===== src/rtl/otter_sseg_pkg.sv =====
// Shared definitions for the seven-segment scan driver.
//   NUM_DIGITS   number of multiplexed digits on the board display
//   SEG_DASH     cathode pattern for "-" (DP off)
//   SEG_BLANK    cathode pattern with every segment dark (DP off)
//   seg_encode   hex nibble -> active-low {g,f,e,d,c,b,a}
//   cnv_state_e  states of the sequential binary-to-BCD converter
package otter_sseg_pkg;

  localparam int unsigned NUM_DIGITS = 4;

  localparam logic [7:0] SEG_DASH  = 8'hBF;
  localparam logic [7:0] SEG_BLANK = 8'hFF;

  typedef enum logic [1:0] {
    StIdle,
    StShift,
    StDone
  } cnv_state_e;

  function automatic logic [6:0] seg_encode(input logic [3:0] nib);
    logic [6:0] seg;
    case (nib)
      4'h0:    seg = 7'h40;
      4'h1:    seg = 7'h79;
      4'h2:    seg = 7'h24;
      4'h3:    seg = 7'h30;
      4'h4:    seg = 7'h19;
      4'h5:    seg = 7'h12;
      4'h6:    seg = 7'h02;
      4'h7:    seg = 7'h78;
      4'h8:    seg = 7'h00;
      4'h9:    seg = 7'h10;
      4'hA:    seg = 7'h08;
      4'hB:    seg = 7'h03;
      4'hC:    seg = 7'h46;
      4'hD:    seg = 7'h21;
      4'hE:    seg = 7'h06;
      default: seg = 7'h0E;
    endcase
    return seg;
  endfunction

endpackage


===== src/rtl/sseg_scan_driver_if.sv =====
// Load port of the seven-segment driver (valid/ready).
//   DATA   16-bit value to display
//   DP     per-digit decimal points, active-high
//   VALID  DATA/DP offered this cycle
//   READY  load accepted on cycles where VALID & READY
// master: the MMIO writer; slave: the display driver.
interface sseg_scan_driver_if;
  logic [15:0] DATA;
  logic [3:0]  DP;
  logic        VALID;
  logic        READY;

  modport master (output DATA, output DP, output VALID, input READY);
  modport slave  (input DATA, input DP, input VALID, output READY);
endinterface


===== src/rtl/bin2bcd_seq.sv =====
// Sequential double-dabble binary-to-BCD converter (16 cycles per value).
//   clk_i, rst_ni           clock, synchronous active-low reset
//   in_valid/in_data        binary value offered; taken when in_ready is high
//   in_ready                high only while idle
//   out_valid               one-cycle pulse with the finished result
//   out_bcd                 four low decimal digits
//   out_ovf                 value was above 9999 (a fifth digit was needed)
// Used by sseg_scan_driver only when SSEG_BCD_EN is defined.
module bin2bcd_seq
  import otter_sseg_pkg::*;
(
  input  logic        clk_i,
  input  logic        rst_ni,
  input  logic        in_valid,
  input  logic [15:0] in_data,
  output logic        in_ready,
  output logic        out_valid,
  output logic [15:0] out_bcd,
  output logic        out_ovf
);

  cnv_state_e  state_q, state_d;
  logic [31:0] sr_q, sr_d;      // {bcd, bin}
  logic [3:0]  iter_q, iter_d;
  logic        ovf_q, ovf_d;
  logic [31:0] adj;

  always_comb begin
    // Add-3 correction on every BCD field before the shift.
    adj = sr_q;
    for (int i = 0; i < NUM_DIGITS; i++) begin
      if (sr_q[16 + 4 * i +: 4] >= 4'd5) begin
        adj[16 + 4 * i +: 4] = sr_q[16 + 4 * i +: 4] + 4'd3;
      end
    end
  end

  always_comb begin
    state_d   = state_q;
    sr_d      = sr_q;
    iter_d    = iter_q;
    ovf_d     = ovf_q;
    in_ready  = 1'b0;
    out_valid = 1'b0;
    unique case (state_q)
      StIdle: begin
        in_ready = 1'b1;
        if (in_valid) begin
          sr_d    = {16'h0000, in_data};
          iter_d  = 4'd0;
          ovf_d   = 1'b0;
          state_d = StShift;
        end
      end
      StShift: begin
        sr_d   = {adj[30:0], 1'b0};
        // A bit leaving the 4-digit field means a nonzero fifth digit; it never returns to 0.
        ovf_d  = ovf_q | adj[31];
        iter_d = iter_q + 4'd1;
        if (iter_q == 4'd15) begin
          state_d = StDone;
        end
      end
      StDone: begin
        out_valid = 1'b1;
        state_d   = StIdle;
      end
      default: state_d = StIdle;
    endcase
  end

  always_ff @(posedge clk_i) begin
    if (!rst_ni) begin
      state_q <= StIdle;
      sr_q    <= '0;
      iter_q  <= '0;
      ovf_q   <= 1'b0;
    end else begin
      state_q <= state_d;
      sr_q    <= sr_d;
      iter_q  <= iter_d;
      ovf_q   <= ovf_d;
    end
  end

  assign out_bcd = sr_q[31:16];
  assign out_ovf = ovf_q;

endmodule


===== src/rtl/sseg_scan_driver.sv =====
// Four-digit multiplexed seven-segment driver.
//   CLK       system clock
//   RST_N     synchronous active-low reset
//   ld        load port (sseg_scan_driver_if.slave): DATA, DP, VALID, READY
//   CATHODES  active-low, [7]=DP, [6:0]=g..a, registered
//   ANODES    active-low digit enables, [0]=rightmost, registered
// Parameters: CLK_DIV cycles per lit digit (>= 2); BLANK_LZ blanks leading zero digits.
// Macro SSEG_BCD_EN: when defined, loads go through bin2bcd_seq and the display is decimal;
// when undefined, the display is hex and READY is constant 1.
module sseg_scan_driver
  import otter_sseg_pkg::*;
#(
  parameter int unsigned CLK_DIV  = 50000,
  parameter bit          BLANK_LZ = 1'b1
) (
  input  logic                CLK,
  input  logic                RST_N,
  sseg_scan_driver_if.slave   ld,
  output logic [7:0]          CATHODES,
  output logic [3:0]          ANODES
);

  localparam int unsigned CntW = (CLK_DIV > 1) ? $clog2(CLK_DIV) : 1;
  localparam logic [CntW-1:0] CntMax = CntW'(CLK_DIV - 1);

  logic [CntW-1:0] cnt_q, cnt_d;
  logic [1:0]      digit_q, digit_d;
  logic [15:0]     disp_q, disp_d;
  logic [3:0]      dp_q, dp_d;
  logic            ovf_q, ovf_d;
  logic [3:0]      anodes_q, anodes_d;
  logic [7:0]      cathodes_q, cathodes_d;

  // Refresh counter and digit index run freely; loads never disturb them.
  always_comb begin
    cnt_d   = cnt_q + CntW'(1);
    digit_d = digit_q;
    if (cnt_q == CntMax) begin
      cnt_d   = '0;
      digit_d = digit_q + 2'd1;
    end
  end

`ifdef SSEG_BCD_EN
  logic        bcd_ready;
  logic        bcd_out_valid;
  logic [15:0] bcd_out;
  logic        bcd_ovf;
  logic [3:0]  pend_dp_q, pend_dp_d;

  bin2bcd_seq u_bin2bcd (
    .clk_i     (CLK),
    .rst_ni    (RST_N),
    .in_valid  (ld.VALID),
    .in_data   (ld.DATA),
    .in_ready  (bcd_ready),
    .out_valid (bcd_out_valid),
    .out_bcd   (bcd_out),
    .out_ovf   (bcd_ovf)
  );

  assign ld.READY = bcd_ready;

  // DP is held aside so it changes together with the converted digits.
  always_comb begin
    pend_dp_d = pend_dp_q;
    disp_d    = disp_q;
    dp_d      = dp_q;
    ovf_d     = ovf_q;
    if (ld.VALID && bcd_ready) begin
      pend_dp_d = ld.DP;
    end
    if (bcd_out_valid) begin
      disp_d = bcd_out;
      dp_d   = pend_dp_q;
      ovf_d  = bcd_ovf;
    end
  end

  always_ff @(posedge CLK) begin
    if (!RST_N) begin
      pend_dp_q <= '0;
    end else begin
      pend_dp_q <= pend_dp_d;
    end
  end
`else
  assign ld.READY = 1'b1;

  always_comb begin
    disp_d = disp_q;
    dp_d   = dp_q;
    ovf_d  = 1'b0;
    if (ld.VALID) begin
      disp_d = ld.DATA;
      dp_d   = ld.DP;
    end
  end
`endif

  // Digit rendering from the current index and display register.
  logic [3:0] nib;
  logic [1:0] msd;
  logic       blank;
  logic [6:0] seg7;

  always_comb begin
    nib = 4'(disp_q >> {digit_q, 2'b00});
    if (disp_q[15:12] != 4'h0) begin
      msd = 2'd3;
    end else if (disp_q[11:8] != 4'h0) begin
      msd = 2'd2;
    end else if (disp_q[7:4] != 4'h0) begin
      msd = 2'd1;
    end else begin
      msd = 2'd0;
    end
    blank = BLANK_LZ && (digit_q > msd);
    if (ovf_q) begin
      seg7 = SEG_DASH[6:0];
    end else if (blank) begin
      seg7 = SEG_BLANK[6:0];
    end else begin
      seg7 = seg_encode(nib);
    end
    cathodes_d = {~dp_q[digit_q], seg7};
    anodes_d   = ~(4'b0001 << digit_q);
  end

  always_ff @(posedge CLK) begin
    if (!RST_N) begin
      cnt_q      <= '0;
      digit_q    <= '0;
      disp_q     <= '0;
      dp_q       <= '0;
      ovf_q      <= 1'b0;
      anodes_q   <= 4'hF;
      cathodes_q <= 8'hFF;
    end else begin
      cnt_q      <= cnt_d;
      digit_q    <= digit_d;
      disp_q     <= disp_d;
      dp_q       <= dp_d;
      ovf_q      <= ovf_d;
      anodes_q   <= anodes_d;
      cathodes_q <= cathodes_d;
    end
  end

  assign ANODES   = anodes_q;
  assign CATHODES = cathodes_q;

endmodule

===== src/flat_wrapper.sv =====
// flat-port wrapper written by rule: the top's interface ports become plain ports
module sseg_scan_driver_flat import otter_sseg_pkg::*;
#(
  parameter int unsigned CLK_DIV  = 50000,
  parameter bit          BLANK_LZ = 1'b1
)
  (CLK, RST_N, CATHODES, ANODES, ld_DATA, ld_DP, ld_VALID, ld_READY);
  sseg_scan_driver_if ld_i ();
  input  logic CLK;
  input  logic RST_N;
  output logic [7:0] CATHODES;
  output logic [3:0] ANODES;
  input wire logic [$bits(ld_i.DATA)-1:0] ld_DATA;
  input wire logic [$bits(ld_i.DP)-1:0] ld_DP;
  input wire logic [$bits(ld_i.VALID)-1:0] ld_VALID;
  output wire logic [$bits(ld_i.READY)-1:0] ld_READY;
  assign ld_i.DATA = ld_DATA;
  assign ld_i.DP = ld_DP;
  assign ld_i.VALID = ld_VALID;
  assign ld_READY = ld_i.READY;
  sseg_scan_driver #(.CLK_DIV(CLK_DIV), .BLANK_LZ(BLANK_LZ)) u_core (.CLK(CLK), .RST_N(RST_N), .ld(ld_i), .CATHODES(CATHODES), .ANODES(ANODES));
endmodule

===== config.mk =====
export PLATFORM = sky130hd
export DESIGN_NAME = sseg_scan_driver_flat
export DESIGN_NICKNAME = d
export VERILOG_FILES = /design/src/rtl/otter_sseg_pkg.sv /design/src/rtl/sseg_scan_driver_if.sv /design/src/rtl/bin2bcd_seq.sv /design/src/rtl/sseg_scan_driver.sv /design/src/flat_wrapper.sv
export SDC_FILE = /design/constraint.sdc
export NUM_CORES = 1
export LEC_CHECK = 0
export ABC_AREA = 1
export BUFFER_PORTS_ARGS = -buffer_cell sky130_fd_sc_hd__buf_2
export CELL_PAD_IN_SITES_DETAIL_PLACEMENT = 1
export CELL_PAD_IN_SITES_GLOBAL_PLACEMENT = 2
export CORE_UTILIZATION = 32
export DETAILED_ROUTE_END_ITERATION = 10
export PLACE_DENSITY_LB_ADDON = 0.08
export REMOVE_ABC_BUFFERS = 1
export SLEW_MARGIN = 20
export SYNTH_ARGS = -nofsm -noshare
export SYNTH_HDL_FRONTEND = slang
export SYNTH_HIERARCHICAL = 1
export SYNTH_SLANG_ARGS = --single-unit

===== constraint.sdc =====
create_clock -name CLK -period 1.8 [get_ports CLK]
set_input_delay 0.18 -clock CLK [delete_from_list [all_inputs] [get_ports CLK]]
set_output_delay 0.18 -clock CLK [all_outputs]
set_load 0.1 [all_outputs]

## Yosys cells after proc, flatten, opt, wreduce, memory -nomap -nowiden

Memory sizes are Yosys's and may differ from the RTL's. A register that Yosys moved wholly into a read port is not among the register bits.
Cells that the tools add are included.

- Register bits after elaboration: 43
- ROM bits: 112
- Memories kept: 1
- Output and inout port bits: 13
- Bits of input ports: 23

- $add $sub $neg: 2
- $lt $le $gt $ge: 2
- Shifts and indexed selects: 2
- Reductions and logical operators: 5
- Multiplexer cells: 5
- Eq/ne operators: 1
- Bitwise gates (word level): 3

Memories:

| name | depth | bits a word | rd ports | clocked after memory_dff | write ports | line | source |
|---|---|---|---|---|---|---|---|
| (name not given) | 16 | 7 | 1 | 1 | 0 | otter_sseg_pkg.sv:22 | `case (nib)` |

Operators with widths:

| cell | number |
|---|---|
| $add A16 B1 Y16 const B | 1 |
| $eq A16 B16 Y1 const B | 1 |
| $shr A16 B4 Y4 | 1 |
| $reduce_bool A4 Y1 | 3 |
| $mux W2 | 2 |
| $not A4 Y4 | 1 |
| $reduce_or A2 Y1 | 2 |
| $shl A1 B2 Y4 const A | 1 |
| $lt A2 B3 Y1 const B | 1 |
| $add A2 B1 Y2 const B | 1 |
| $bmux W1 S2 | 1 |
| $gt A2 B2 Y1 | 1 |
| $mux W1 | 2 |
| $not A1 Y1 | 2 |

## Depth between registers and ports, before layout

- Depth after elaboration: 6
- Gate-level depth with buffers: 12
- Mapped depth without buffers: 10

## Worst setup path before layout

No wires, ideal clock.

- Path type: flip-flop to flip-flop
- Start: register u_core.digit_q[0]
- End: register u_core.cathodes_q[6], in the netlist u_core/CATHODES[6]
- Arrival: 1.505 ns
- Required time: 1.681 ns
- Buffers on the path: 2
- Slack: 0.175 ns
- Cell stages (with the launch flop): 13
- Library setup time: 0.119 ns
- Cells stage by stage: dfxtp_1 buf_4 inv_2 buf_6 nand2_1 nand3_1 nand2_1 inv_1 ha_1 nand3_1 nand3_1 nand2_1 nand2_1

- Longest elaborated chain between the ends: 2

Ends and longest elaborated chain:

| element | line | source |
|---|---|---|
| start: declaration | sseg_scan_driver.sv:27 | `logic [1:0] digit_q, digit_d;` |
| start signal: assignment | sseg_scan_driver.sv:141 | `digit_q <= digit_d;` |
| $gt A2 B2 Y1 | sseg_scan_driver.sv:118 | `blank = BLANK_LZ && (digit_q > msd);` |
| $reduce_or A2 Y1 (no line) | - |  |
| end: declaration | sseg_scan_driver.sv:32 | `logic [7:0] cathodes_q, cathodes_d;` |

Parallel ways exist; a longest one is shown, timed or not.
A chain may end at the register's enable or synchronous reset.

## Worst setup path in the final report

- Start: register u_core.disp_q[7]
- End: register u_core.cathodes_q[0], in the netlist u_core/CATHODES[0]

- Longest elaborated chain between the ends: 6

Ends and longest elaborated chain:

| element | line | source |
|---|---|---|
| start: declaration | sseg_scan_driver.sv:28 | `logic [15:0] disp_q, disp_d;` |
| start signal: assignment | sseg_scan_driver.sv:142 | `disp_q <= disp_d;` |
| $reduce_bool A4 Y1 | sseg_scan_driver.sv:113 | `end else if (disp_q[7:4] != 4'h0) begin` |
| $mux W1 | sseg_scan_driver.sv:113 |  |
| $mux W2 | sseg_scan_driver.sv:111 | `end else if (disp_q[11:8] != 4'h0) begin` |
| $mux W2 | sseg_scan_driver.sv:109 | `if (disp_q[15:12] != 4'h0) begin` |
| $gt A2 B2 Y1 | sseg_scan_driver.sv:118 |  |
| $reduce_or A2 Y1 (no line) | - |  |

Parallel ways exist; a longest one is shown, timed or not.

==> metrics.cfg <==
[synthesis]
synth_ff_type = dfxtp_1
async_reset_ff_share_pct = 0
syn_area_um2 = 2480
syn_avg_cell_area_um2 = 7.45
synth.top_cell.area_share_pct = 40.4
synth_edf_count = 0
ys_types = 29
synthAdderAreaFrac_pct = 6.56
muxShareOfSynthArea_pct = 0
yosysSeqAreaShare_pct = 40.4
ys_warn_count = 6
synthSimpleGateAreaFrac_pct = 35.6
synthCells = 333
synth-compound-area-share_pct = 8.48
yosys.area.top_type = dfxtp_1
synth.area.top_cells = dfxtp_1, nand2_1, nor2_1
synth_top_family_by_area = simple AND/OR/NAND/NOR gates
ys_seq_elements = 50
synth_xor_area_share_pct = 2.12

[detailed_routing]
firstDrtPassIters = 4
wl_per_cell_um = 12.1
drc_errors = 0
wl_um = 5680
via_per_inst = 4.64
drtAntennaViolNets = 0
drtIter0Drc = 53
via_count = 2183

[sta]
hold_slack_ns = 0.0945
finalSetupViolCount = 0
worst_slew_margin_rel_pct = 58.1
finClkSkew_ns = 0.00465
fin_tns_setup_ns = 0
max_freq_ghz = 0.629
timing_hold_violations_final = 0
slew_viol_final = 0
rsz0062_at_grt = no
fin_crit_sh_pct = 88.3
period_needed_ns = 1.59
worst_pin_slew_ns = 0.627
layout_setup_ws_ns = 0.211

[clock_tree]
max-clock-path-buffers = 2
cts_setup_buffers = 0
insertion_delay_ns = 0.30
cts.sinks = 50
numCtsBuffers = 5
cts_tree = yes
clk_pin_slew_worst_paths_ns = 0.10
root_buffer = clkbuf_8
htreeDepth = 2

[cells_and_area]
drive_gt1_share_pct = 23.2
multiInputGateArea_um2 = 1320
final_cell_mix = nand2_1, nor2_1, dfxtp_1, buf_2, nand3_1
areaGrowthSynthToFinish_pct = 15.1
final_common_cell = nand2_1
fin_cells = 470
seqCellArea_um2 = 1000
nNetsFinal = 406
antennaDiodeCount = 0
fill_cells = 958

[min_path]
hp-class = in2reg
hold_start = ld_DATA[7]

[power]
power_mw = 2.31
p_leak_nw = 1.19
vdd_drop_max_uv = 461
power_per_cell_area_nw_per_um2 = 808

[global_routing]
grt_pass1_vias = 2162
overflow = 0
antenna_found_initial = 0
global_route.usage.total_pct = 15.1
grt_max_degree = 23
grt_first_pass_wirelength_um = 10100

[die]
io_pins = 36
die_x_um = 90.0
start_util_pct = 33.7
die_h_um = 90.0
rows = 31
core-area_um2 = 7370
dieArea_um2 = 8110

[placement]
pre_cts_slack_ns = 0.0812
gp_congestion = 0.813
dp.cells = 462
numPortBuffers = 34
dpl.hpwl_um = 4300

[setup_path]
end_kind = flop
start_kind = flop
worstSetupStartpoint = u_core/disp_q[7]$_SDFFE_PN0P_
crit_path_max_fanout = 3
crit_arrival_ns = 1.79
r2r-start = u_core/disp_q[7]$_SDFFE_PN0P_
critPathKind = reg2reg
critPathRequiredTime_ns = 2.00

[job]
drv_cap = 0

[outcome]
status = complete, no violations

[kinds of logic (layout without fill, tap and decap cells)]
logic type | Yosys count | in the layout
compound gates | 39 | 39
xor+xnor | 6 | 6
fa+ha+maj | 13 | 13
buf+inv | 34 | 72
flops | 50 | 50
other cells | 1 | 1
simple gates | 190 | 190
[cell usage after synthesis, types with 2 or more instances]
cell      number
a21oi_1       11
a21oi_2        2
buf_4          2
buf_6          2
clkbuf_1       5
dfxtp_1       50
ha_1          13
inv_1         18
inv_2          5
nand2_1       67
nand2_2        7
nand3_1       30
nand3_2        3
nand4_1        7
nor2_1        58
nor2_2        10
nor2_4         3
o21ai_0       23
o21bai_1       3
xor2_1         5
[state kept, by name, summed over array words and instances, names as in the netlist]
| signal | cells |
|---|---|
| u_core/disp_q | 16 |
| u_core/cnt_q | 16 |
| u_core/dp_q | 4 |
| u_core/ANODES | 4 |
| u_core/CATHODES | 8 |
| u_core/digit_q | 2 |
[layout make-up]
class	instances	share of cell area, %
Timing Repair Buffer	41	7.80
Clock buffer	6	2.89
Multi-Input combinational cell	249	46.2
Inverter	23	3.02
Tap cell	99	4.34
Sequential cell	50	35.1
Clock inverter	2	0.570
[worst max-delay path: stages (launching register included)]
cell and delay (ns):
dfxtp_2 0.35, nor4_2 0.30, o21bai_1 0.10, ha_1 0.28, nand2_1 0.06, a21oi_2 0.15, inv_1 0.08, nor2_2 0.12
nand2_1 0.06
[per-stage QoR]
stage / area, um^2 / util (%)
finish: 2860 / 38.7
global route: 2860 / 38.7
CTS: 2840 / 38.6
detailed placement: 2750 / 37.2
global placement: 2750 / 37.2
floorplan: 2400 / -
[layer usage]
metal | up-vias | share of wire [%] | GRT usage [%]
met4 | 0 | 1.1 | 4.03
met3 | 4 | 2.6 | 2.88
met2 | 29 | 45 | 25.3
met5 | - | 0 | 0
met1 | 1014 | 51 | 19.8
li1 | 1136 | - | -
[path summary, 6_finish.rpt]
check / endpoint / slack, ns / cells after the start
setup reg to reg: u_core/CATHODES[0]$_SDFF_PP1_ / 0.21 / 8
hold reg to reg: u_core/dp_q[2]$_SDFFE_PN0P_ / 0.47 / 2
setup / recovery: u_core/CATHODES[0]$_SDFF_PP1_ / 0.21 / 8
hold / removal: u_core/disp_q[7]$_SDFFE_PN0P_ / 0.09 / 3
[report_power, final]
group          internal (mW)  switching, mW  total, mW
sequential              1.16         0.0309       1.19
combinational          0.104          0.298      0.402
clock                  0.317          0.395      0.713
total                   1.58          0.724       2.31
[what timing repair did]
item	CTS	global route
resized for setup	0	4
hold buffers	0	0
setup endpoints to repair	0	7
No activity file was read; power rests on OpenSTA's default activity.
